$ cat src/rtl/ex_pkg.sv
// Shared encodings for the execute unit: ALU op codes, RV32M multiply funct3 subset
// and the forwarding match helper used by operand select.
package ex_pkg;

    localparam int REG_ADDR_W = 5;

    typedef enum logic [3:0] {
        ALU_ADD  = 4'd0,
        ALU_SUB  = 4'd1,
        ALU_SLL  = 4'd2,
        ALU_SLT  = 4'd3,
        ALU_SLTU = 4'd4,
        ALU_XOR  = 4'd5,
        ALU_SRL  = 4'd6,
        ALU_SRA  = 4'd7,
        ALU_OR   = 4'd8,
        ALU_AND  = 4'd9
    } alu_op_e;

    localparam logic [1:0] MUL_F3_MUL    = 2'b00;
    localparam logic [1:0] MUL_F3_MULH   = 2'b01;
    localparam logic [1:0] MUL_F3_MULHSU = 2'b10;
    localparam logic [1:0] MUL_F3_MULHU  = 2'b11;

    // x0 is never forwarded: its architectural value is always zero.
    function automatic logic fwd_hit(
        input logic                  fwd_valid,
        input logic [REG_ADDR_W-1:0] fwd_rd,
        input logic [REG_ADDR_W-1:0] rs
    );
        return fwd_valid && (fwd_rd == rs) && (rs != 5'd0);
    endfunction

endpackage

$ cat src/rtl/ex_mul_pipe.sv
// Pipelined RV32M multiplier: stage 0 holds the operands and feeds the multiply,
// the following stages delay the selected XLEN-bit result until the tail.
module ex_mul_pipe
    import ex_pkg::*;
#(
    parameter int XLEN        = 32,
    parameter int ROB_IDX_W   = 4,
    parameter int MUL_LATENCY = 3
) (
    input  logic                  clk,
    input  logic                  reset,
    input  logic                  flush,
    input  logic                  stall,
    input  logic                  issue_valid,
    input  logic [4:0]            issue_rd,
    input  logic [ROB_IDX_W-1:0]  issue_rob_idx,
    input  logic [1:0]            issue_op,
    input  logic [XLEN-1:0]       issue_operand1,
    input  logic [XLEN-1:0]       issue_operand2,
    output logic                  tail_valid,
    output logic [4:0]            tail_rd,
    output logic [ROB_IDX_W-1:0]  tail_rob_idx,
    output logic [XLEN-1:0]       tail_result,
    output logic                  busy
);

    localparam int NUM_STAGES = MUL_LATENCY - 1;
    localparam int LAST       = NUM_STAGES - 1;

    typedef struct packed {
        logic                  valid;
        logic [4:0]            rd;
        logic [ROB_IDX_W-1:0]  rob_idx;
        logic [1:0]            op;
        logic [XLEN-1:0]       operand1;
        logic [XLEN-1:0]       operand2;
    } mul_stage_t;

    mul_stage_t          stage_r [NUM_STAGES];
    mul_stage_t          carry_s;
    logic                a_sign_s;
    logic                b_sign_s;
    logic [2*XLEN-1:0]   a_wide_s;
    logic [2*XLEN-1:0]   b_wide_s;
    logic [2*XLEN-1:0]   product_s;
    logic [XLEN-1:0]     mul_result_s;

    // Sign-extend per funct3 so one 2*XLEN multiply covers all four variants.
    always_comb begin
        a_sign_s = 1'b0;
        b_sign_s = 1'b0;
        case (stage_r[0].op)
            MUL_F3_MUL: begin
                a_sign_s = 1'b0;
                b_sign_s = 1'b0;
            end
            MUL_F3_MULH: begin
                a_sign_s = stage_r[0].operand1[XLEN-1];
                b_sign_s = stage_r[0].operand2[XLEN-1];
            end
            MUL_F3_MULHSU: begin
                a_sign_s = stage_r[0].operand1[XLEN-1];
                b_sign_s = 1'b0;
            end
            MUL_F3_MULHU: begin
                a_sign_s = 1'b0;
                b_sign_s = 1'b0;
            end
            default: begin
                a_sign_s = 1'b0;
                b_sign_s = 1'b0;
            end
        endcase
        a_wide_s  = {{XLEN{a_sign_s}}, stage_r[0].operand1};
        b_wide_s  = {{XLEN{b_sign_s}}, stage_r[0].operand2};
        product_s = a_wide_s * b_wide_s;
        if (stage_r[0].op == MUL_F3_MUL) begin
            mul_result_s = product_s[XLEN-1:0];
        end else begin
            mul_result_s = product_s[2*XLEN-1:XLEN];
        end
    end

    // Payload handed from stage 0 to stage 1: the result rides in operand1.
    always_comb begin
        carry_s          = '0;
        carry_s.valid    = stage_r[0].valid;
        carry_s.rd       = stage_r[0].rd;
        carry_s.rob_idx  = stage_r[0].rob_idx;
        carry_s.op       = stage_r[0].op;
        carry_s.operand1 = mul_result_s;
        carry_s.operand2 = {XLEN{1'b0}};
    end

    // Stage registers: reset clears everything, flush kills valids, stall holds.
    always_ff @(posedge clk) begin
        if (reset) begin
            for (int k = 0; k < NUM_STAGES; k++) begin
                stage_r[k] <= '0;
            end
        end else if (flush) begin
            for (int k = 0; k < NUM_STAGES; k++) begin
                stage_r[k].valid <= 1'b0;
            end
        end else if (!stall) begin
            stage_r[0].valid    <= issue_valid;
            stage_r[0].rd       <= issue_rd;
            stage_r[0].rob_idx  <= issue_rob_idx;
            stage_r[0].op       <= issue_op;
            stage_r[0].operand1 <= issue_operand1;
            stage_r[0].operand2 <= issue_operand2;
            for (int k = 1; k < NUM_STAGES; k++) begin
                if (k == 1) begin
                    stage_r[k] <= carry_s;
                end else begin
                    stage_r[k] <= stage_r[k-1];
                end
            end
        end
    end

    // Any valid stage means the multiplier still owes a completion.
    always_comb begin
        busy = 1'b0;
        for (int k = 0; k < NUM_STAGES; k++) begin
            busy = busy | stage_r[k].valid;
        end
    end

    assign tail_valid   = stage_r[LAST].valid;
    assign tail_rd      = stage_r[LAST].rd;
    assign tail_rob_idx = stage_r[LAST].rob_idx;
    assign tail_result  = (NUM_STAGES == 1) ? mul_result_s : stage_r[LAST].operand1;

endmodule

$ cat src/rtl/ex_multicycle_unit.sv
// Execute unit: forwarded operand select, single-cycle ALU, pipelined multiplier
// and one registered completion port tagged with the ROB index.
module ex_multicycle_unit
    import ex_pkg::*;
#(
    parameter int XLEN        = 32,
    parameter int ROB_IDX_W   = 4,
    parameter int NUM_FWD     = 2,
    parameter int MUL_LATENCY = 3
) (
    input  logic                     clk,
    input  logic                     reset,
    input  logic                     in_valid,
    output logic                     out_ready,
    input  logic                     in_is_mul,
    input  logic [3:0]               in_op,
    input  logic                     in_use_imm,
    input  logic [4:0]               in_rs1,
    input  logic [4:0]               in_rs2,
    input  logic [XLEN-1:0]          in_data_rs1,
    input  logic [XLEN-1:0]          in_data_rs2,
    input  logic [XLEN-1:0]          in_immediate,
    input  logic [4:0]               in_rd,
    input  logic [ROB_IDX_W-1:0]     in_rob_idx,
    input  logic [NUM_FWD-1:0]       in_fwd_valid,
    input  logic [5*NUM_FWD-1:0]     in_fwd_rd,
    input  logic [XLEN*NUM_FWD-1:0]  in_fwd_data,
    input  logic                     in_flush,
    input  logic                     in_downstream_ready,
    output logic                     out_complete,
    output logic [ROB_IDX_W-1:0]     out_complete_idx,
    output logic [4:0]               out_rd,
    output logic [XLEN-1:0]          out_result,
    output logic                     out_mul_busy
);

    logic [XLEN-1:0]       rs1_val_s;
    logic [XLEN-1:0]       rs2_val_s;
    logic [XLEN-1:0]       operand2_s;
    logic [XLEN-1:0]       alu_result_s;
    logic                  stall_s;
    logic                  accept_s;
    logic                  mul_issue_s;
    logic                  alu_issue_s;
    logic                  mul_tail_valid_s;
    logic [4:0]            mul_tail_rd_s;
    logic [ROB_IDX_W-1:0]  mul_tail_rob_idx_s;
    logic [XLEN-1:0]       mul_tail_result_s;

    // Walk ports from highest index down so the lowest matching index wins.
    always_comb begin
        rs1_val_s = in_data_rs1;
        rs2_val_s = in_data_rs2;
        for (int i = NUM_FWD - 1; i >= 0; i--) begin
            rs1_val_s = fwd_hit(in_fwd_valid[i], in_fwd_rd[i*5 +: 5], in_rs1) ?
                        in_fwd_data[i*XLEN +: XLEN] : rs1_val_s;
            rs2_val_s = fwd_hit(in_fwd_valid[i], in_fwd_rd[i*5 +: 5], in_rs2) ?
                        in_fwd_data[i*XLEN +: XLEN] : rs2_val_s;
        end
        operand2_s = in_use_imm ? in_immediate : rs2_val_s;
    end

    // Single-cycle ALU; shift amounts come from operand2[4:0].
    always_comb begin
        alu_result_s = {XLEN{1'b0}};
        case (alu_op_e'(in_op))
            ALU_ADD:  alu_result_s = rs1_val_s + operand2_s;
            ALU_SUB:  alu_result_s = rs1_val_s - operand2_s;
            ALU_SLL:  alu_result_s = rs1_val_s << operand2_s[4:0];
            ALU_SLT:  alu_result_s = {{(XLEN-1){1'b0}}, ($signed(rs1_val_s) < $signed(operand2_s))};
            ALU_SLTU: alu_result_s = {{(XLEN-1){1'b0}}, (rs1_val_s < operand2_s)};
            ALU_XOR:  alu_result_s = rs1_val_s ^ operand2_s;
            ALU_SRL:  alu_result_s = rs1_val_s >> operand2_s[4:0];
            ALU_SRA:  alu_result_s = $unsigned($signed(rs1_val_s) >>> operand2_s[4:0]);
            ALU_OR:   alu_result_s = rs1_val_s | operand2_s;
            ALU_AND:  alu_result_s = rs1_val_s & operand2_s;
            default:  alu_result_s = {XLEN{1'b0}};
        endcase
    end

    // An ALU op would land on the output register in the same edge as the MUL tail.
    assign stall_s     = out_complete && !in_downstream_ready;
    assign out_ready   = !reset && !in_flush && !stall_s && !(!in_is_mul && mul_tail_valid_s);
    assign accept_s    = in_valid && out_ready;
    assign mul_issue_s = accept_s && in_is_mul;
    assign alu_issue_s = accept_s && !in_is_mul;

    ex_mul_pipe #(
        .XLEN        (XLEN),
        .ROB_IDX_W   (ROB_IDX_W),
        .MUL_LATENCY (MUL_LATENCY)
    ) u_mul_pipe (
        .clk            (clk),
        .reset          (reset),
        .flush          (in_flush),
        .stall          (stall_s),
        .issue_valid    (mul_issue_s),
        .issue_rd       (in_rd),
        .issue_rob_idx  (in_rob_idx),
        .issue_op       (in_op[1:0]),
        .issue_operand1 (rs1_val_s),
        .issue_operand2 (operand2_s),
        .tail_valid     (mul_tail_valid_s),
        .tail_rd        (mul_tail_rd_s),
        .tail_rob_idx   (mul_tail_rob_idx_s),
        .tail_result    (mul_tail_result_s),
        .busy           (out_mul_busy)
    );

    // Completion register: MUL tail first, then an ALU op accepted this cycle.
    always_ff @(posedge clk) begin
        if (reset) begin
            out_complete     <= 1'b0;
            out_complete_idx <= {ROB_IDX_W{1'b0}};
            out_rd           <= 5'd0;
            out_result       <= {XLEN{1'b0}};
        end else if (in_flush) begin
            out_complete <= 1'b0;
        end else if (!stall_s) begin
            if (mul_tail_valid_s) begin
                out_complete     <= 1'b1;
                out_complete_idx <= mul_tail_rob_idx_s;
                out_rd           <= mul_tail_rd_s;
                out_result       <= mul_tail_result_s;
            end else if (alu_issue_s) begin
                out_complete     <= 1'b1;
                out_complete_idx <= in_rob_idx;
                out_rd           <= in_rd;
                out_result       <= alu_result_s;
            end else begin
                out_complete <= 1'b0;
            end
        end
    end

endmodule

$ cat config.mk
export PLATFORM = sky130hd
export DESIGN_NAME = ex_multicycle_unit
export DESIGN_NICKNAME = d
export VERILOG_FILES = /design/src/rtl/ex_pkg.sv /design/src/rtl/ex_mul_pipe.sv /design/src/rtl/ex_multicycle_unit.sv
export SDC_FILE = /design/constraint.sdc
export NUM_CORES = 2
export LEC_CHECK = 0
export CAP_MARGIN = 30
export CORE_UTILIZATION = 25
export DETAILED_ROUTE_END_ITERATION = 7
export SLEW_MARGIN = 20
export SYNTH_ARGS = -nofsm -noshare
export SYNTH_HDL_FRONTEND = slang
export SYNTH_SLANG_ARGS = --single-unit
export TNS_END_PERCENT = 10
$ cat constraint.sdc
create_clock -name clk -period 11.17 [get_ports clk]
set_input_delay 1.117 -clock clk [delete_from_list [all_inputs] [get_ports clk]]
set_output_delay 1.117 -clock clk [all_outputs]
set_load 0.1 [all_outputs]
==> results.md <==
GRT:
- Entering global routing, the biggest net connects 68 pins.
- The number of antenna violations at the first check in global routing is 16.
- The total global routing overflow is 0.
- The global-route total usage across every layer is 18.7%.
- The number of global-route vias before repair is 48900.
- The first global-routing pass estimated 315 mm of wire.

Layout:
- The most common library cell in the layout ignoring fill and taps is sky130_fd_sc_hd__inv_1.
- In the layout the commonest cells are sky130_fd_sc_hd__inv_1 (1283), sky130_fd_sc_hd__fa_1 (1127), sky130_fd_sc_hd__nand2_1 (956), sky130_fd_sc_hd__nor2_1 (357), sky130_fd_sc_hd__ha_1 (311).
- The net total in the final layout is 8070.
- The layout overhead on the synthesized area is 12.1%.
- For this run, the share of the core covered by cells in the final layout is 28.2%.
- The share of cells above drive strength 1 is 4.86%.

Power:
- In this run switching power makes up 59.3% of total power.
- The power per unit of standard cell area is 205 nW/um^2.
- The power share of the clock group is 5.0%.
- The total leakage power is 27.2 nW.
- In this run the power spent charging and discharging nets is 7.45 mW.
- In this run, the combinational gates consume 88.2% of the power.
- The share of total power dissipated in sequential elements is 6.8%.
- The maximum vdd drop is 0.345 mV.
- The internal power of the cells is 5.12 mW.

Yosys:
- Synthesis produced a netlist with a net count of 8022.
- After synthesis, the share of flip-flops with an asynchronous set or reset is 0%.
- The synthesized area per cell is 8.57 sq um.
- The count of warnings emitted by yosys is 0.
- Summed over its instances, the top area cell type makes up 41.2% of the synthesized netlist area.
- In the synthesized netlist the dominant register cell turns out to be sky130_fd_sc_hd__edfxtp_1.
- The number of flops mapped to enable cells by yosys is 118.
- Synthesis instantiated 94 different standard cells from the library.
- The post-synthesis cell area is 54700 sq um.
- For this run, the register share of the synthesized area comes to 8.01%.
- The synthesized design contains 160 register bits.
- By area the synthesized netlist is led by sky130_fd_sc_hd__fa_1 (41%), sky130_fd_sc_hd__inv_1 (8.8%), sky130_fd_sc_hd__ha_1 (7.1%), sky130_fd_sc_hd__nand2_1 (6.6%), sky130_fd_sc_hd__edfxtp_1 (6.5%).
- The biggest area consumer among synthesized cells is sky130_fd_sc_hd__fa_1.
- The synthesized instance count is 6382.

Clocking:
- The total number of H-tree levels is 4.
- The sink count of the clock tree is 160.
- The TritonCTS clock tree is yes.
- Counting along the longest clock path gives a buffer depth of 2.
- The clock latency on the worst-skew pair is 0.49 ns.
- The buffer type at the clock tree root is sky130_fd_sc_hd__clkbuf_16.
- In this run, post-CTS repair resized a total of 0 instances.
- For this design, the CTS-stage hold fixing added 0 buffers.
- The number of setup buffers added after CTS is 0.
- After clock tree synthesis, the clock-pin slew on the worst setup and hold paths is 0.09 ns.
- The number of clock buffers inserted by TritonCTS is 17.

Setup path:
- The category of the most critical setup path is flip-flop to flip-flop.
- The data arrival at the endpoint of the critical path is 10.52 ns.
- The peak fanout along the critical path is 18.
- The capturing element type of the critical path is a flip-flop.
- STA classifies the critical path startpoint as a flip-flop.
- STA puts the critical path data required time at 11.38 ns.
- For this design, the slowest cell found on the critical path is sky130_fd_sc_hd__fa_1.
- For this run, the slowest stage of the critical path takes 0.87 ns.

Floorplanning:
- The die boundary height is 470 microns.
- The placement row count is 171.
- After floorplanning, the core was sized to cover 217000 sq um.
- For this design the top-level I/O count stands at 246.
- The initial utilization of the core area, before any placement, comes to 25.2%.
- The die covers 221000 sq um.
- From left edge to right edge, the die measures 470 microns.

Timing:
- Of the available clock period, the critical path in the final layout requires 92.2%.
- Based on the critical path, the design can be clocked at up to 97.1 MHz.
- The final number of max-transition violations is 0.
- The transition time at the pin with the least slew margin is 1.13 ns.
- After routing, the total negative slack on setup checks comes to 0 ns.
- Hold is met by 0.514 ns.
- Setup repair after global routing left no endpoint under its margin.
- The number of failing setup endpoints in the final timing report is 0.
- Clock skew on the completed layout was measured at 0.0201 ns.
- The worst max-slew margin expressed relative to the limit is 24.1%.
- The final critical delay including setup and external delays is 10.30 ns.
- The number of endpoints with negative hold slack in the final report came to 0.

Routing:
- The number of search-and-repair iterations in the first detailed-routing pass is 6.
- Using the TritonRoute via totals, the vias-per-cell ratio works out to 4.94.
- The average wire per standard cell is 22.2 microns.
- The count of nets left with antenna violations after detail routing is 0.
- The count of vias placed by the detailed router is 45900.
- The post-detailed-route DRC marker count is 0.
- The initial detailed-routing violation count is 3701.
- The wire length reported by the detailed router is 207 mm.

Job:
- The number of violations of the max-capacitance limit is 0.

Placed design:
- The estimated wirelength of the detail-placed design is 171 mm.
- Buffers placed on the I/O ports in this run total 245.
- The placer's final routability congestion estimate is 0.967.

Run status:
- The flow ran to the end, and the final reports show no timing, DRC or antenna violations.

Min path:
- In this run the worst hold path is classified as flip-flop to flip-flop.
## stage by stage
| stage | cell area [sq um] | total power, mW | setup slack (ns) | cells |
|---|---|---|---|---|
| 3_5_place_dp | 60700 | 11.8 | 0.735 | 9261 |
| 6_report | 61400 | 12.6 | 0.869 | 9304 |
| 4_1_cts | 61300 | 12.6 | 0.678 | 9293 |
| 3_3_place_gp | 60400 | 11.8 | 0.970 | 9249 |
| 5_1_grt | 61300 | 13.8 | 0.269 | 9297 |
| 2_1_floorplan | 54700 | 8.14 | 2.57 | 6382 |
## registers in the layout (all words and copies together) (netlist names)
signal              count
out_result             32
out_complete            1
out_complete_idx        4
u_mul_pipe.stage_r    118
out_rd                  5
## power groups by stage
stage               combinational, mW  sequential [mW]  clock (mW)
global placement                 11.0            0.867           0
floorplan                        7.31            0.826           0
finish                           11.1            0.848       0.631
CTS                              11.1            0.846       0.644
detailed placement               10.9            0.854           0
global route                     12.3            0.852       0.660
## synth_stat cells (10+ instances only)
| library cell | n |
|---|---|
| sky130_fd_sc_hd__nor4_1 | 11 |
| sky130_fd_sc_hd__or2_2 | 16 |
| sky130_fd_sc_hd__a21oi_2 | 11 |
| sky130_fd_sc_hd__a21o_1 | 64 |
| sky130_fd_sc_hd__nand4_1 | 22 |
| sky130_fd_sc_hd__a22oi_1 | 20 |
| sky130_fd_sc_hd__dfxtp_1 | 42 |
| sky130_fd_sc_hd__buf_2 | 26 |
| sky130_fd_sc_hd__o21ai_0 | 128 |
| sky130_fd_sc_hd__o21bai_1 | 21 |
| sky130_fd_sc_hd__o31a_1 | 10 |
| sky130_fd_sc_hd__a31oi_1 | 33 |
| sky130_fd_sc_hd__a221oi_1 | 19 |
| sky130_fd_sc_hd__xor2_1 | 29 |
| sky130_fd_sc_hd__clkbuf_1 | 319 |
| sky130_fd_sc_hd__nand3_1 | 69 |
| sky130_fd_sc_hd__mux2i_1 | 130 |
| sky130_fd_sc_hd__buf_1 | 22 |
| sky130_fd_sc_hd__nor2b_1 | 20 |
| sky130_fd_sc_hd__nand2b_1 | 15 |
| sky130_fd_sc_hd__inv_1 | 1283 |
| sky130_fd_sc_hd__a311oi_1 | 14 |
| sky130_fd_sc_hd__xnor2_1 | 81 |
| sky130_fd_sc_hd__o2111ai_1 | 18 |
| sky130_fd_sc_hd__nor3_1 | 64 |
| sky130_fd_sc_hd__mux2_2 | 46 |
| sky130_fd_sc_hd__edfxtp_1 | 118 |
| sky130_fd_sc_hd__o22ai_1 | 39 |
| sky130_fd_sc_hd__nor2_1 | 357 |
| sky130_fd_sc_hd__a211oi_1 | 74 |
| sky130_fd_sc_hd__a221o_1 | 11 |
| sky130_fd_sc_hd__nand2_1 | 956 |
| sky130_fd_sc_hd__fa_1 | 1127 |
| sky130_fd_sc_hd__and2_1 | 306 |
| sky130_fd_sc_hd__o21a_1 | 12 |
| sky130_fd_sc_hd__ha_1 | 311 |
| sky130_fd_sc_hd__a21oi_1 | 270 |
| sky130_fd_sc_hd__o31ai_1 | 15 |
| sky130_fd_sc_hd__o211ai_1 | 30 |
| sky130_fd_sc_hd__and3_1 | 37 |
| sky130_fd_sc_hd__o221ai_1 | 19 |
## cell families (layout without fill, tap and decap cells)
group                      after synthesis  in the layout  synth area share (%)
and+or+nand+nor                       1906           1906                  15.6
buffers and inverters                 1668           1729                  11.6
adders and majority gates             1438           1438                  48.3
AOI/OAI and AO/OA                      917            917                  11.2
muxes                                  183            183                  3.58
DFF                                    160            160                  8.01
xor gates and xnor gates               110            110                  1.76
other                                    0              7                     0
## cell type report
type / count / area (sq um)
Antenna cell: 7 / 17.5
Clock inverter: 15 / 193
Clock buffer: 17 / 425
Fill cell: 23200 / 156000
Sequential cell: 160 / 4380
Timing Repair Buffer: 403 / 3820
Tap cell: 2854 / 3570
Multi-Input combinational cell: 4554 / 44100
Inverter: 1294 / 4860
## critical path, delay by kind of cell (launching register included)
kind / cells / cell delay, ns
and+or+nand+nor: 5 / 1.75
DFF: 1 / 0.35
muxes: 1 / 0.22
buffers and inverters: 8 / 1.13
AOI/OAI and AO/OA: 5 / 1.14
adders and majority gates: 10 / 5.43
## per-layer routing
metal	up-vias	routed length, microns	share of wire, %	global-route usage [%]
met3	363	15200	7.4	3.14
met2	1820	94600	46	30.4
met4	8	10800	5.2	8.29
met5	-	47	0.023	0
li1	20000	-	-	-
met1	23800	85900	42	24.4
## worst paths after layout
path / start / end / slack [ns] / depth (start not counted)
hold reg to reg: out_rd[2]$_SDFFE_PP0P_ / out_rd[2]$_SDFFE_PP0P_ / 0.51 / 2
setup / recovery: u_mul_pipe.stage_r[0][64]$_SDFFCE_PN0P_ / u_mul_pipe.stage_r[0][138]$_SDFFCE_PN0P_ / 0.87 / 29
setup reg to reg: u_mul_pipe.stage_r[0][64]$_SDFFCE_PN0P_ / u_mul_pipe.stage_r[0][138]$_SDFFCE_PN0P_ / 0.87 / 29
hold / removal: out_rd[2]$_SDFFE_PP0P_ / out_rd[2]$_SDFFE_PP0P_ / 0.51 / 2
(Power assumes the default switching activity.)
